==> config.mk <==
export PLATFORM = sky130hd
export DESIGN_NAME = mem_wbuf
export DESIGN_NICKNAME = d
export VERILOG_FILES = /design/src/rtl/mem_wbuf.sv
export SDC_FILE = /design/constraint.sdc
export NUM_CORES = 1
export LEC_CHECK = 0
export BUFFER_PORTS_ARGS = -buffer_cell sky130_fd_sc_hd__buf_4
export CAP_MARGIN = 20
export CORE_MARGIN = 1.5
export CORE_UTILIZATION = 45
export CTS_CLUSTER_SIZE = 10
export DETAILED_ROUTE_END_ITERATION = 12
export PLACE_DENSITY = 0.67
export SETUP_SLACK_MARGIN = 0.3
export SYNTH_ARGS = -nofsm -noshare
export SYNTH_HDL_FRONTEND = slang
export SYNTH_SLANG_ARGS = --single-unit
==> constraint.sdc <==
create_clock -name clk -period 5.9 [get_ports clk]
set_input_delay 0.59 -clock clk [delete_from_list [all_inputs] [get_ports clk]]
set_output_delay 0.59 -clock clk [all_outputs]
set_load 0.01 [all_outputs]
==> src/rtl/mem_wbuf.sv <==
// Posted-write buffer: writes are acked on entry to a DEPTH-deep FIFO and drained
// in order; reads wait for an empty FIFO and then pass straight through to memory.
module mem_wbuf #(
   parameter int DEPTH = 4
) (
   input  logic                     clk,
   input  logic                     rst,
   input  logic                     up_valid,
   output logic                     up_ready,
   input  logic [31:0]              up_addr,
   output logic [31:0]              up_rdata,
   input  logic [31:0]              up_wdata,
   input  logic [3:0]               up_wstrb,
   output logic                     mem_valid,
   input  logic                     mem_ready,
   output logic [31:0]              mem_addr,
   input  logic [31:0]              mem_rdata,
   output logic [31:0]              mem_wdata,
   output logic [3:0]               mem_wstrb,
   output logic [$clog2(DEPTH):0]   wbuf_level
);

   localparam int AW = $clog2(DEPTH);
   localparam logic [AW:0] FULL_LVL = DEPTH[AW:0];

   typedef enum logic {IDLE, READ} state_t;

   typedef struct packed {
      logic [31:0] addr;
      logic [31:0] wdata;
      logic [3:0]  wstrb;
   } entry_t;

   state_t          state_q, state_d;
   logic [AW-1:0]   wr_ptr_q, wr_ptr_d;
   logic [AW-1:0]   rd_ptr_q, rd_ptr_d;
   logic [AW:0]     level_q, level_d;
   logic            ack_q, ack_d;
   entry_t          fifo_q [DEPTH];
   entry_t          head;

   logic empty, full, in_read, push, pop;

   assign empty   = (level_q == '0);
   assign full    = (level_q == FULL_LVL);
   assign in_read = (state_q == READ);
   // ack_q blocks a second push of the same request while its ack is on the wire
   assign push    = (state_q == IDLE) && up_valid && (up_wstrb != 4'h0) && !full && !ack_q;
   assign pop     = !empty && mem_ready;
   assign head    = fifo_q[rd_ptr_q];

   always_comb begin
      state_d  = state_q;
      wr_ptr_d = wr_ptr_q;
      rd_ptr_d = rd_ptr_q;
      level_d  = level_q;
      ack_d    = push;
      if (push) wr_ptr_d = wr_ptr_q + AW'(1);
      if (pop)  rd_ptr_d = rd_ptr_q + AW'(1);
      case ({push, pop})
         2'b10:   level_d = level_q + (AW+1)'(1);
         2'b01:   level_d = level_q - (AW+1)'(1);
         default: level_d = level_q;
      endcase
      case (state_q)
         IDLE: if (up_valid && (up_wstrb == 4'h0) && empty) state_d = READ;
         READ: if (mem_ready) state_d = IDLE;
         default: state_d = IDLE;
      endcase
   end

   always_ff @(posedge clk or negedge rst) begin
      if (!rst) begin
         state_q  <= IDLE;
         wr_ptr_q <= '0;
         rd_ptr_q <= '0;
         level_q  <= '0;
         ack_q    <= 1'b0;
      end else begin
         state_q  <= state_d;
         wr_ptr_q <= wr_ptr_d;
         rd_ptr_q <= rd_ptr_d;
         level_q  <= level_d;
         ack_q    <= ack_d;
      end
   end

   // Entry storage is not reset; occupancy is tracked solely by level_q.
   always_ff @(posedge clk) begin
      if (push) fifo_q[wr_ptr_q] <= '{addr: up_addr, wdata: up_wdata, wstrb: up_wstrb};
   end

   always_comb begin
      mem_valid = !empty || in_read;
      mem_addr  = '0;
      mem_wdata = '0;
      mem_wstrb = '0;
      if (in_read) begin
         mem_addr  = up_addr;
         mem_wdata = up_wdata;
      end else if (!empty) begin
         mem_addr  = head.addr;
         mem_wdata = head.wdata;
         mem_wstrb = head.wstrb;
      end
      up_ready = ack_q || (in_read && mem_ready);
      up_rdata = (in_read && mem_ready) ? mem_rdata : '0;
   end

   assign wbuf_level = level_q;

endmodule

==> flow_summary.json, run 1 <==
{
  "outcome": "complete, no violations",
  "max_stage_delay_ps": 790,
  "timing.fmax_mhz": 281,
  "drtPass1Iterations": 5,
  "finalWirelength_um": 23100,
  "synth_enable_flop_cells": 272,
  "startpoint_type": "register",
  "final_cells": 1072,
  "drt_iter0_drc": 377,
  "hpwl_um": 13100,
  "cts_tree": "built",
  "setup.worst_path.class": "reg2out",
  "dp_cells": 1023,
  "post-cts-setup-buffer-count": 0,
  "slew_viol_final": 0,
  "finalSetupTns_ps": 0,
  "post-route-util_pct": 57.8,
  "crit_chain": "buf_12 -> buf_4 -> mux4_2 -> a22o_1 -> buf_4",
  "worst_slew_pin_slew_ps": 1110,
  "antennaDiodeCount": 0,
  "cts-htree-levels": 2,
  "power.density_nw_per_um2": 492,
  "coreArea_um2": 24400,
  "relSlewSlack_pct": 25.7,
  "synthArstFlopShare_pct": 3.20,
  "grt_antenna_before_repair": 0,
  "syn-num-nets": 634,
  "design.die.area_um2": 25800,
  "drive_gt1_share_pct": 44.3,
  "num_io_pins": 209,
  "synth_cell_type_count": 27,
  "route.vias.total": 6033,
  "drc": 0,
  "total_power_mw": 6.94,
  "cp_max_fo": 28,
  "rsz0062_at_grt": "no",
  "synthFlopType": "edfxtp_1",
  "crit_top_cell": "buf_4",
  "die_h_um": 161,
  "power.leakage_nw": 5.28,
  "skew_ps": 10.1,
  "synth.avg_cell_area_um2": 21.4,
  "final_nets": 849,
  "portBuffers": 208,
  "ys_seq_area_share_pct": 75.0,
  "cts_buffer_depth": 3,
  "grt-ovfl-total": 0,
  "initial_core_util_pct": 45.9,
  "dieWidth_um": 161,
  "cts_resized": 0,
  "cp.arrival_ps": 2970,
  "yosysWarnings": 0,
  "final_common_cell": "edfxtp_1",
  "layout_setup_ws_ps": 2340,
  "ir_drop_v": 0.000262,
  "globalRouteTotalUtil_pct": 18.2,
  "area_growth_pct": 26.0,
  "grt_pass1_vias": 6561,
  "end_kind": "output pin",
  "final_cell_mix": "272 x edfxtp_1, 210 x buf_4, 68 x mux4_2, 64 x a22o_1, 36 x and3_1",
  "rows": 57,
  "period_share_pct": 60.3,
  "cts_root_buffer": "clkbuf_16",
  "path_buf_inv": 3,
  "grt_first_pass_wirelength_um": 36000,
  "syn_inst": 524,
  "cp_top_family": "buffers and inverters",
  "insertion_delay_ps": 490,
  "ant_nets": 0,
  "period_minus_slack_ps": 3560,
  "gp_congestion": 0.743,
  "cts_inserted_buffers": 34,
  "crit_path_top_delay_cell": "dfrtp_4",
  "yosys_register_bits": 281,
  "syn_area_um2": 11200,
  "place_ws_ps": 2600,
  "max_cap_viol_count": 0,
  "clkTransAtPathRegs_ps": 50,
  "clock-sinks": 281,
  "crit_required_ps": 5310,
  "finalHoldViolations": 0,
  "wl_per_cell_um": 21.5,
  "hold_class": "in2reg",
  "viasPerCell": 5.63,
  "grt_max_degree": 101,
  "setup_viol": 0
}
==> cell usage after synthesis, types with 2 or more instances <==
master	number	area (um^2)
dfrtp_1	9	225
mux4_2	68	1530
nand2_1	2	7.51
and3_1	36	225
xnor2_1	3	26.3
inv_1	7	26.3
xor2_1	3	26.3
edfxtp_1	272	8170
buf_2	15	75.1
clkbuf_1	19	71.3
a22o_1	64	561
nor2_1	3	11.3
ha_1	5	62.6
and2_1	5	31.3
==> power by group <==
| group | switching [mW] | total, mW | internal [mW] |
|---|---|---|---|
| sequential | 0.248 | 2.79 | 2.54 |
| combinational | 1.00 | 2.29 | 1.28 |
| clock | 0.708 | 1.86 | 1.15 |
==> flip-flops by register name, indices dropped and copies added, names as in the netlist <==
name	count
ack_q	1
fifo_q	272
in_read	1
rd_ptr_q	2
wbuf_level	3
wr_ptr_q	2
==> worst reg2reg max path: stages (launching register included) <==
cell and delay, ps:
dfrtp_4 820, nand2b_4 330, a2111oi_4 630, and2_4 960
==> cells by family after synthesis <==
logic type,count (synthesis),share of synthesized area (%)
compound gates,67,5.38
buf+inv,43,1.71
simple gates,51,2.78
mux,70,13.9
flops,281,75.0
xor+xnor,6,0.470
fa+ha+maj,6,0.738
==> through the flow <==
stage	cell area (um^2)	hold WS, ps
final	14100	300
after global routing	14100	282
after CTS	14000	278
after detailed placement	13100	421
after global placement	13000	419
after floorplan	11200	294
==> routing by layer <==
metal  track usage, %  up-vias  part of all wire (%)
li1                 -     2645                     -
met1             22.8     3109                    40
met2             32.1      248                    52
met3             4.08       31                   6.9
met4             4.97        0                   1.5
met5                0        -                     0
==> timing repair <==
action,in CTS,in global routing
endpoints found under the hold margin,9,0
hold buffers,1,0
endpoints found under the setup margin,0,0
==> area by class of cell <==
cell class / count / area (um^2)
Multi-Input combinational cell: 200 / 2620
Sequential cell: 281 / 8400
Clock inverter: 3 / 68.8
Tap cell: 324 / 405
Inverter: 7 / 26.3
Clock buffer: 42 / 902
Fill cell: 1826 / 10300
Timing Repair Buffer: 215 / 1670
==> worst paths after layout <==
path / slack, ps / depth (start not counted) / start / to
worst max-delay path: 2340 / 5 / rd_ptr_q[0] / mem_wdata[12]
worst min-delay path: 300 / 1 / up_addr[0] / fifo_q[3][36]
worst max register to register: 2730 / 3 / in_read / fifo_q[0][7]
worst min register to register: 530 / 1 / ack_q / ack_q
max in group asynchronous: 5290 / 2 / rst / rd_ptr_q[0]
min in group asynchronous: 460 / 2 / rst / wbuf_level[1]
(Power assumes the default switching activity.)
==> run 2, diff against run 1 <==
PLACE_DENSITY = 0.69   (was 0.67)
clock period = 2.9 ns   (was 5.9 ns; I/O delays follow)
==> flow_summary.json, run 2 (same netlist as run 1, synthesis figures left out) <==
{
  "coreArea_um2": 24400,
  "hold_class": "in2reg",
  "drtPass1Iterations": 4,
  "total_power_mw": 14.4,
  "reg2regPathDepth": 9,
  "skew_ps": 17.4,
  "rsz0062_at_grt": "no",
  "setup.worst_path.class": "reg2out",
  "top_usage_layer": "met2",
  "end_kind": "output pin",
  "relSlewSlack_pct": 48.6,
  "timing.fmax_mhz": 399,
  "rows": 57,
  "max_cap_viol_count": 0,
  "gp_congestion": 0.881,
  "max_stage_delay_ps": 540,
  "clock-sinks": 281,
  "cp.arrival_ps": 2220,
  "final_cell_mix": "272 x edfxtp_1, 219 x buf_4, 68 x mux4_2, 64 x a22o_1, 51 x dlygate4sd3_1",
  "antennaDiodeCount": 0,
  "ant_nets": 0,
  "design.die.area_um2": 25800,
  "cts_tree": "built",
  "cts_root_buffer": "clkbuf_16",
  "initial_core_util_pct": 45.9,
  "finalSetupTns_ps": 0,
  "cp_num_cells": 4,
  "cts-htree-levels": 2,
  "slew_viol_final": 0,
  "insertion_delay_ps": 500,
  "cts_buffer_depth": 3,
  "cp_top_family": "multiplexers",
  "viasPerCell": 5.58,
  "die_h_um": 161,
  "regMostFlops": "fifo_q",
  "fill_cells": 1780,
  "final_common_cell": "edfxtp_1",
  "ir_drop_v": 0.000610,
  "cts_inserted_buffers": 34,
  "route.vias.total": 6375,
  "num_io_pins": 209,
  "power.density_nw_per_um2": 972,
  "worst_slew_pin_slew_ps": 771,
  "grt_antenna_before_repair": 0,
  "endpoint": "mem_wdata[31]",
  "power.leakage_nw": 5.58,
  "crit_required_ps": 2610,
  "period_share_pct": 86.4,
  "hpwl_um": 15100,
  "worst_r2r_endpoint": "wbuf_level[2]",
  "path_buf_inv": 2,
  "portBuffers": 208,
  "grt_util_met2_pct": 33.9,
  "r2r_slack_ps": 440,
  "r2r_start": "in_read",
  "cp_max_fo": 26,
  "post-route-cell-area_um2": 14800,
  "place_area_um2": 13300,
  "critPathLaunch": "rd_ptr_q[0]",
  "outcome": "complete, no violations",
  "wl_per_cell_um": 22.0,
  "dieWidth_um": 161,
  "grt_max_degree": 99,
  "largest_reg_flops": 272,
  "place_ws_ps": 491,
  "met1_usage_pct": 25.3,
  "period_minus_slack_ps": 2510,
  "area_growth_pct": 32.0,
  "crit_chain": "buf_16 -> mux4_2 -> a22o_1 -> buf_4",
  "finalHoldViolations": 0,
  "layout_setup_ws_ps": 394,
  "post-route-util_pct": 60.6,
  "drt_iter0_drc": 393,
  "grt_first_pass_wirelength_um": 38600,
  "finalWirelength_um": 25200,
  "drive_gt1_share_pct": 42.4,
  "met3_usage_pct": 4.21,
  "crit_path_top_delay_cell": "mux4_2",
  "setup_viol": 0,
  "clkTransAtPathRegs_ps": 50,
  "globalRouteTotalUtil_pct": 19.7,
  "startpoint_type": "register",
  "grt-ovfl-total": 0,
  "drc": 0,
  "grt_pass1_vias": 6875,
  "final_nets": 914
}
## run 2: changes by cell type in the layout (fill, tap and decap cells not counted), sizes merged
cell / delta
dlygate4sd3: +50
clkbuf: +5
clkinv: +1
buf: +15
inv: +1
bufinv: -1
## run 2: cell type report
type / count / area (um^2) / share of cell area, %
flip-flops and latches: 281 / 8400 / 56.9
multi-input cells: 200 / 2630 / 17.8
repair buffers: 280 / 2340 / 15.9
clock buffers: 47 / 900 / 6.09
well taps: 324 / 405 / 2.74
clock inverters: 4 / 63.8 / 0.432
inverters: 7 / 26.3 / 0.178
## run 2: worst min-delay path by stage
stage | start | end | slack [ps] | cells past startpoint
2_1_floorplan | rst | ack_q | -6 | 0
3_3_place_gp | rst | in_read | 130 | 1
3_5_place_dp | rst | in_read | 130 | 1
4_1_cts | up_wdata[29] | fifo_q[0][33] | 0.9 | 1
5_1_grt | up_wstrb[2] | fifo_q[1][2] | 1 | 1
6_report | up_wdata[27] | fifo_q[3][31] | 20 | 1
## run 2: where the power goes
part           switching [mW]  total, mW  internal [mW]
sequential              0.284       5.46           5.17
combinational            2.40       5.19           2.79
clock                    1.47       3.71           2.24
## run 2: per-stage QoR
stage	hold WS, ps	cells
after floorplan	-5.59	524
after global placement	126	1039
after detailed placement	131	1039
after CTS	0.869	1143
after global routing	1.36	1143
final	17.8	1143
## run 2: layer usage
metal	routed length [um]	up-vias	part of all wire [%]
met2	13000	289	52
met5	0	-	0
met3	1840	33	7.3
met1	9840	3278	39
li1	-	2775	-
met4	482	0	1.9
## run 2: timing repair
| action | CTS | global route |
|---|---|---|
| endpoints found under the hold margin | 187 | 0 |
| cloned | 0 | 0 |
| hold buffers | 51 | 0 |
| pin swaps | 0 | 0 |
| buffers inserted | 2 | 0 |
| setup endpoints to repair | 38 | 5 |
| gates resized for setup | 3 | 1 |
